### config.mk
export PLATFORM = sky130hd
export DESIGN_NAME = result_wr_sel
export DESIGN_NICKNAME = d
export VERILOG_FILES = /design/src/rtl/tpu_pkg.sv /design/src/rtl/wr_window.sv /design/src/rtl/result_wr_sel.sv
export SDC_FILE = /design/constraint.sdc
export NUM_CORES = 1
export LEC_CHECK = 0
export ABC_AREA = 1
export CORE_MARGIN = 1.5
export CORE_UTILIZATION = 51
export DETAILED_ROUTE_END_ITERATION = 12
export GPL_ROUTABILITY_DRIVEN = 0
export PLACE_DENSITY = 0.79
export SLEW_MARGIN = 30
export SYNTH_ARGS = -nofsm -noshare
export SYNTH_HDL_FRONTEND = slang
export SYNTH_SLANG_ARGS = --single-unit
### constraint.sdc
create_clock -name clk -period 1.56 [get_ports clk]
set_input_delay 0.312 -clock clk [delete_from_list [all_inputs] [get_ports clk]]
set_output_delay 0.312 -clock clk [all_outputs]
set_load 0.05 [all_outputs]
### src/rtl/tpu_pkg.sv
// rtl/tpu_pkg.sv - shared sweep-state encoding, queue sizing and pack-index helpers
package tpu_pkg;

    typedef enum logic [1:0] {
        ST_IDLE = 2'd0,
        ST_RUN  = 2'd1,
        ST_DONE = 2'd2
    } sweep_state_e;

    // Address driven on a bank that is not being written this cycle.
    localparam int ADDR_IDLE = 127;

    function automatic int queue_count(input int array_size);
        return (array_size + 3) / 4;
    endfunction

    // MSB position of queue k's slice inside a packed per-queue bus.
    function automatic int pack_msb(input int k, input int width);
        return (k + 1) * width - 1;
    endfunction

endpackage

### src/rtl/wr_window.sv
// rtl/wr_window.sv - maps the sweep counter onto one queue's write enable and row address
module wr_window
    import tpu_pkg::*;
#(
    parameter int LO             = 8,
    parameter int ROW_COUNT      = 99,
    parameter int CNT_W          = 7,
    parameter int ADDR_WIDTH     = 10,
    parameter int ADDR_WIDTH_MIN = 7
) (
    input  logic                  en,
    input  logic [CNT_W-1:0]      cnt,
    output logic                  wen_nx,
    output logic [ADDR_WIDTH-1:0] addr_nx
);

    localparam int HI = LO + ROW_COUNT - 1;

    int                        cnt_i;
    logic [ADDR_WIDTH_MIN-1:0] row;

    always_comb begin
        cnt_i   = int'(cnt);
        row     = ADDR_WIDTH_MIN'(cnt_i - LO);
        wen_nx  = 1'b0;
        addr_nx = ADDR_WIDTH'(ADDR_IDLE);
        if (en && (cnt_i >= LO) && (cnt_i <= HI)) begin
            wen_nx  = 1'b1;
            addr_nx = ADDR_WIDTH'(row);
        end
    end

endmodule

### src/rtl/result_wr_sel.sv
// rtl/result_wr_sel.sv - skewed result-SRAM write address/enable sweep; optional stall via RESULT_WR_STALL_EN
module result_wr_sel
    import tpu_pkg::*;
#(
    parameter int ARRAY_SIZE     = 8,
    parameter int QUEUE_COUNT    = queue_count(ARRAY_SIZE),
    parameter int QUEUE_SIZE     = 4,
    parameter int ROW_COUNT      = 99,
    parameter int PIPE_LAT       = ARRAY_SIZE,
    parameter int ADDR_WIDTH     = 10,
    parameter int ADDR_WIDTH_MIN = 7
) (
    input  logic                              clk,
    input  logic                              rst,
    input  logic                              start,
    output logic                              busy,
    output logic                              done,
    output logic [QUEUE_COUNT*ADDR_WIDTH-1:0] sram_waddr_packed,
    output logic [QUEUE_COUNT-1:0]            sram_wen_packed
`ifdef RESULT_WR_STALL_EN
    ,
    input  logic                              hold
`endif
);

    localparam int CNT_LAST = (QUEUE_COUNT - 1) * QUEUE_SIZE + PIPE_LAT + ROW_COUNT - 1;
    localparam int CNT_W    = $clog2(CNT_LAST + 1);

    localparam logic [QUEUE_COUNT*ADDR_WIDTH-1:0] ADDR_IDLE_ALL =
        {QUEUE_COUNT{ADDR_WIDTH'(ADDR_IDLE)}};

    sweep_state_e state_q, state_nx;
    logic [CNT_W-1:0] cnt_q, cnt_nx;
    logic             run;
    logic             stall;

    logic [QUEUE_COUNT*ADDR_WIDTH-1:0] waddr_nx;
    logic [QUEUE_COUNT-1:0]            wen_nx;

`ifdef RESULT_WR_STALL_EN
    assign stall = hold;
`else
    assign stall = 1'b0;
`endif

    assign run  = (state_q == ST_RUN);
    assign busy = (state_q != ST_IDLE);
    assign done = (state_q == ST_DONE);

    always_ff @(posedge clk or posedge rst) begin
        if (rst) begin
            state_q <= ST_IDLE;
            cnt_q   <= '0;
        end else begin
            state_q <= state_nx;
            cnt_q   <= cnt_nx;
        end
    end

    always_comb begin
        state_nx = state_q;
        cnt_nx   = cnt_q;
        case (state_q)
            ST_IDLE: begin
                if (start) begin
                    state_nx = ST_RUN;
                    cnt_nx   = '0;
                end
            end
            ST_RUN: begin
                if (!stall) begin
                    if (cnt_q == CNT_W'(CNT_LAST)) begin
                        state_nx = ST_DONE;
                    end else begin
                        cnt_nx = cnt_q + CNT_W'(1);
                    end
                end
            end
            ST_DONE: state_nx = ST_IDLE;
            default: state_nx = ST_IDLE;
        endcase
    end

    // Each queue's window trails the previous one by QUEUE_SIZE cycles.
    for (genvar k = 0; k < QUEUE_COUNT; k++) begin : g_queue
        wr_window #(
            .LO             (PIPE_LAT + k * QUEUE_SIZE),
            .ROW_COUNT      (ROW_COUNT),
            .CNT_W          (CNT_W),
            .ADDR_WIDTH     (ADDR_WIDTH),
            .ADDR_WIDTH_MIN (ADDR_WIDTH_MIN)
        ) u_win (
            .en      (run),
            .cnt     (cnt_q),
            .wen_nx  (wen_nx[k]),
            .addr_nx (waddr_nx[pack_msb(k, ADDR_WIDTH) -: ADDR_WIDTH])
        );
    end

    // A stalled cycle suppresses the write but keeps the last address on the bus.
    always_ff @(posedge clk or posedge rst) begin
        if (rst) begin
            sram_wen_packed   <= '0;
            sram_waddr_packed <= ADDR_IDLE_ALL;
        end else if (run && stall) begin
            sram_wen_packed   <= '0;
        end else begin
            sram_wen_packed   <= wen_nx;
            sram_waddr_packed <= waddr_nx;
        end
    end

endmodule
After elaboration in Yosys (flattened, before gate mapping)
Index checks and enable logic that the tools add are counted.

cells by class
  $add $sub $neg = 3
  $mul = 0
  divide/modulo/power cells = 0
  $lt $le $gt $ge = 4
  eq/ne operators = 6
  shift-type cells = 0
  muxes and demuxes = 10
  bitwise gates (word level) = 0
  reduce and logical (&&, ||, !) cells = 9

operator list
  cell                                                   number
  2-to-1 mux 7 bit                                       4
  >= comparator 7 x 4 -> 1 bit, second input constant    2
  less-or-equal comparator 7 bit, second input constant  2
  one-hot mux 7 bit (2 select lines)                     1
  subtractor 7 x 4 -> 7 bit, second input constant       2
  adder 7 x 1 -> 7 bit, second input constant            1
  equality test 7 bit, second input constant             1
  inequality test 2 bit, second input constant           3
  logical AND 1 bit                                      4
  2-to-1 mux 2 bit                                       2
  one-hot mux 2 bit (2 select lines)                     1
  nonzero test 2 bit                                     2
  AND reduction 3 bit                                    1
  equality test 2 x 1 -> 1 bit, second input constant    1
  equality test 2 bit, second input constant             1
  zero test 2 bit                                        1
  2-to-1 mux 1 bit                                       2
  AND reduction 2 bit                                    1

word-level totals
  register bits = 31
  bits in latches = 0
  bits in writable memories = 0
  bits in read-only memories = 0
  output and inout bits = 24
  word-level logic and storage cells = 36
  memories = 0

Depth between registers and ports, before layout
  word-level depth = 4
  mapped depth = 8
  gate-level depth less buffers = 8

By module
Synthesis repeated with hierarchy kept, for this count alone.

unflattened totals
  cells, all modules = 167
  area, all modules = 1570.3 µm²

modules (own cells, without submodules)
  module                         instances  cells each  area an instance (µm²)
  result_wr_sel                  1          86          1121.1
  wr_window at g_queue[0].u_win  1          42          225.2
  wr_window at g_queue[1].u_win  1          39          224.0

Worst setup path after synthesis
No wires, ideal clock.

  path type = reg-to-reg
  start = register cnt_q[4]
  end = register sram_wen_packed[0]
  library setup time = 120 ps
  arrival = 1290 ps
  setup slack = 151 ps
  cell stages (with the launch flop) = 8
  cell sequence = dfrtp_1 buf_4 inv_4 ha_1 inv_1 nor2_1 a21oi_2 and3_1

between the ends
  cells in the longest elaborated chain, start to end = 4

ends and longest elaborated chain
  what                          line                  text
  start, declared               result_wr_sel.sv:33   logic [CNT_W-1:0] cnt_q, cnt_nx;
  start signal, assigned        result_wr_sel.sv:56   cnt_q <= cnt_nx;
  >= comparator 7 x 4 -> 1 bit  wr_window.sv:27       if (en && (cnt_i >= LO) && (cnt_i <= HI)) begin
  logical AND 1 bit             wr_window.sv:27
  logical AND 1 bit (*)         wr_window.sv:27
  2-to-1 mux 1 bit (*)          wr_window.sv:27
  net g_queue[0].u_win.wen_nx   wr_window.sv:13       output logic wen_nx,
  end signal, assigned          result_wr_sel.sv:108  sram_wen_packed <= wen_nx;
  end, declared                 result_wr_sel.sv:19   output logic [QUEUE_COUNT-1:0] sram_wen_packed

The timed path passes the listed nets; every way through them passes the cells marked *.
A chain may end at the register's enable or synchronous reset.

Final worst setup path
  start = register state_q[0]
  end = output port busy

between the ends
  cells in the longest elaborated chain, start to end = 1

ends and longest elaborated chain
  what                    line                 text
  start, declared         result_wr_sel.sv:32  sweep_state_e state_q, state_nx;
  start signal, assigned  result_wr_sel.sv:55  state_q <= state_nx;
  nonzero test 2 bit      result_wr_sel.sv:47  assign busy = (state_q != ST_IDLE);
  end, declared           result_wr_sel.sv:16  output logic busy,

No other way between the ends.

==> metrics <==
critical path cell sequence nor2_1 > inv_1 > buf_4; Residual DRC 0; most frequent cells in the layout nand2_1, buf_12, nand3_1, dfstp_2; TritonCTS clock tree built; Clock Latency Late Sink about 0.33 ns; Post-Syn Area 0.00141 mm2; Initial Util 55.3%; leakage power roughly 0.83 nW; fin nets 177; Post-Place Cell Area between 0.0015 and 0.002 mm2; post-synthesis sequential area ratio a little under half; routed wire length 2620 um; startpoint types flop; CTS buffer count 3; post-route ant nets 0; antenna cells 0; area grow syn2layout 27.2%; Distinct cells, synth 31; clock tree sinks 25; slowest cell on the critical path dfrtp_1; status completed; root buffer cell clkbuf_4; crit path time final about 1.5 ns; CP Capture Type output pin; gr usage total 19.2%; number of max-cap violations 0; commonest non-fill, non-tap cell in the layout nand2_1; Core Area 0.00254 mm2; CTS H-Tree Depth 1; port bufs 20; per-cell routed wire length roughly 13 um; via density per instance ~5.2; Tcrit/Tclk final a little over nine tenths; grt ovf 0; PwrDens 554 mW/mm2; post-route cell area approximately 0.0018 mm2; Reg clk slew, reported paths 0.13 ns; Critical Path Fanout Max 3; Cells after DPL roughly 190; Clk pwr share just under 30%; synthesized area per cell just under 10 um2; CP Buf/Inv Count 2; Filler Cell Count approximately 180; Worst path max stage delay about 0.42 ns; Setup Viol. Count Final 0; Site Rows 18; Clock Skew between 0.005 and 0.006 ns; Max Slew Vio Count 0; switch share roughly a quarter; DP HPWL just over 2000 um; Peak VDD IR 0.564 mV; Critical Path RT around 1.3 ns; sequential share of power between 60% and 70%; largest net degree at the start of global routing 26; vias in the first global route roughly 1000; Comb pwr share about 5%; non-filler instance count after layout roughly 200; initial antenna violation count 0; Boundary Pins 27; layout cells sized above 1 roughly 36%; Post-Synthesis Cells 144; CP top delay family flip-flops; Yosys warning count 0; Longest Clk Path Bufs 2; Initial DRC Count 10; Die H 55.5 um; HP Class in2async; chip width ~56 um; Vias just over 1000; RSZ-0062 raised after global routing no; Final Hold Vio Count 0; die area ~0.0031 mm2; final setup TNS 0 ns; number of synthesized register bits 25; first-pass GRT wire length approximately 4600 um; critical path arrival roughly 1.2 ns; fmax between 600 and 700 MHz; switching pwr 0.000238 W; crit path kind reg2out; Pint 0.000753 W; drt pass-1 iters 4
==> per-layer routing <==
metal / vias to the layer above / share of wire (%) / global-route usage (%)
li1: 501 / - / -
met1: 489 / 39 / 21.7
met2: 27 / 54 / 33.3
met3: 7 / 4.3 / 3.04
met4: 0 / 2.8 / 12.5
met5: - / 0 / 0
==> cells by family (layout without fill, tap and decap cells) <==
kind of cell             Yosys count  after routing  synth area share, %
buffers and inverters             24             41                 9.88
XOR/XNOR                           7              7                 4.36
AND/OR/NAND/NOR                   73             73                 29.2
other                              1              6                0.267
AO/OA/AOI/OAI                      7              7                 4.36
adder cells (fa/ha/maj)            7              7                 6.23
flip-flops                        25             25                 45.7
==> power groups by stage <==
stage	clock network, W	logic [W]	registers, W
after floorplan	0	0.0000524	0.000661
after global placement	0	0.0000501	0.000661
after detailed placement	0	0.0000513	0.000661
after CTS	0.000306	0.0000513	0.000650
after global routing	0.000324	0.0000544	0.000650
final	0.000291	0.0000501	0.000650
==> final timing paths <==
path                                 start               endpoint  slack [ns]  cells past startpoint
worst max register to register    cnt_q[3]     sram_wen_packed[1]        0.09                      6
worst min register to register    cnt_q[2]  sram_waddr_packed[12]        0.55                      1
min in group clk                  cnt_q[2]  sram_waddr_packed[12]        0.55                      1
worst max-delay path            state_q[0]                   busy        0.07                      3
worst min-delay path                   rst     sram_wen_packed[1]        0.32                      3
max in group asynchronous              rst   sram_waddr_packed[4]        0.95                      3
==> worst register-to-register path, cell delays in order (launching register included) <==
cell     delay (ns)
dfrtp_2        0.50
ha_1           0.27
inv_1          0.10
o21ai_1        0.08
o21ai_1        0.17
inv_2          0.10
and2_1         0.16
==> state kept, by name, summed over array words and instances, names as in the netlist <==
name / count
cnt_q: 7
sram_waddr_packed: 14
sram_wen_packed: 2
state_q: 2
==> repair_timing <==
item / CTS / global route
setup buffers: 0 / 0
endpoints found under the setup margin: 0 / 23
resized for setup: 0 / 6
endpoints found under the hold margin: 0 / 0
hold buffers: 0 / 0
==> metrics by stage <==
| stage | power (W) | setup WS (ns) | hold WS (ns) | utilization (%) |
|---|---|---|---|---|
| global placement | 0.000711 | 0.106 | 0.574 | 68.6 |
| floorplan | 0.000713 | 0.151 | 0.329 | - |
| CTS | 0.00101 | 0.00562 | 0.335 | 69.7 |
| detailed placement | 0.000712 | 0.0407 | 0.592 | 68.6 |
| finish | 0.000991 | 0.0747 | 0.324 | 70.3 |
| global route | 0.00103 | 0.00211 | 0.359 | 70.3 |
==> cells in the mapped netlist <==
cell | number | share of area [%]
nor3_1 | 2 | 0.71
nand3_1 | 14 | 5.0
inv_2 | 4 | 1.1
and2_1 | 1 | 0.45
or2_1 | 1 | 0.45
nand4_4 | 1 | 1.5
xnor2_1 | 1 | 0.62
nor2_1 | 9 | 2.4
inv_4 | 1 | 0.45
buf_4 | 7 | 3.7
o21ai_0 | 1 | 0.36
xor2_1 | 6 | 3.7
dfstp_2 | 14 | 26
a21oi_2 | 1 | 0.62
nand2_1 | 27 | 7.2
nand3b_1 | 1 | 0.53
conb_1 | 1 | 0.27
inv_1 | 9 | 2.4
nand4_1 | 9 | 4.0
nor2_2 | 1 | 0.45
dfrtp_1 | 11 | 20
buf_6 | 2 | 1.6
nand2_8 | 2 | 2.8
ha_1 | 7 | 6.2
o21ai_4 | 2 | 2.3
nor2_4 | 2 | 1.6
and3_1 | 1 | 0.45
clkinv_4 | 1 | 0.62
a21oi_1 | 1 | 0.36
o21ai_1 | 2 | 0.71
nand2_4 | 2 | 1.6
==> cell type report <==
| type | count | area, um2 | area share [%] |
|---|---|---|---|
| Clock buffer | 3 | 22.5 | 1.26 |
| Multi-Input combinational cell | 100 | 656 | 36.6 |
| Inverter | 15 | 63.8 | 3.57 |
| Tap cell | 30 | 37.5 | 2.10 |
| Timing Repair Buffer | 22 | 358 | 20.0 |
| Sequential cell | 25 | 647 | 36.2 |
| Clock inverter | 1 | 5.00 | 0.280 |
No activity file was read; power rests on OpenSTA's default activity.
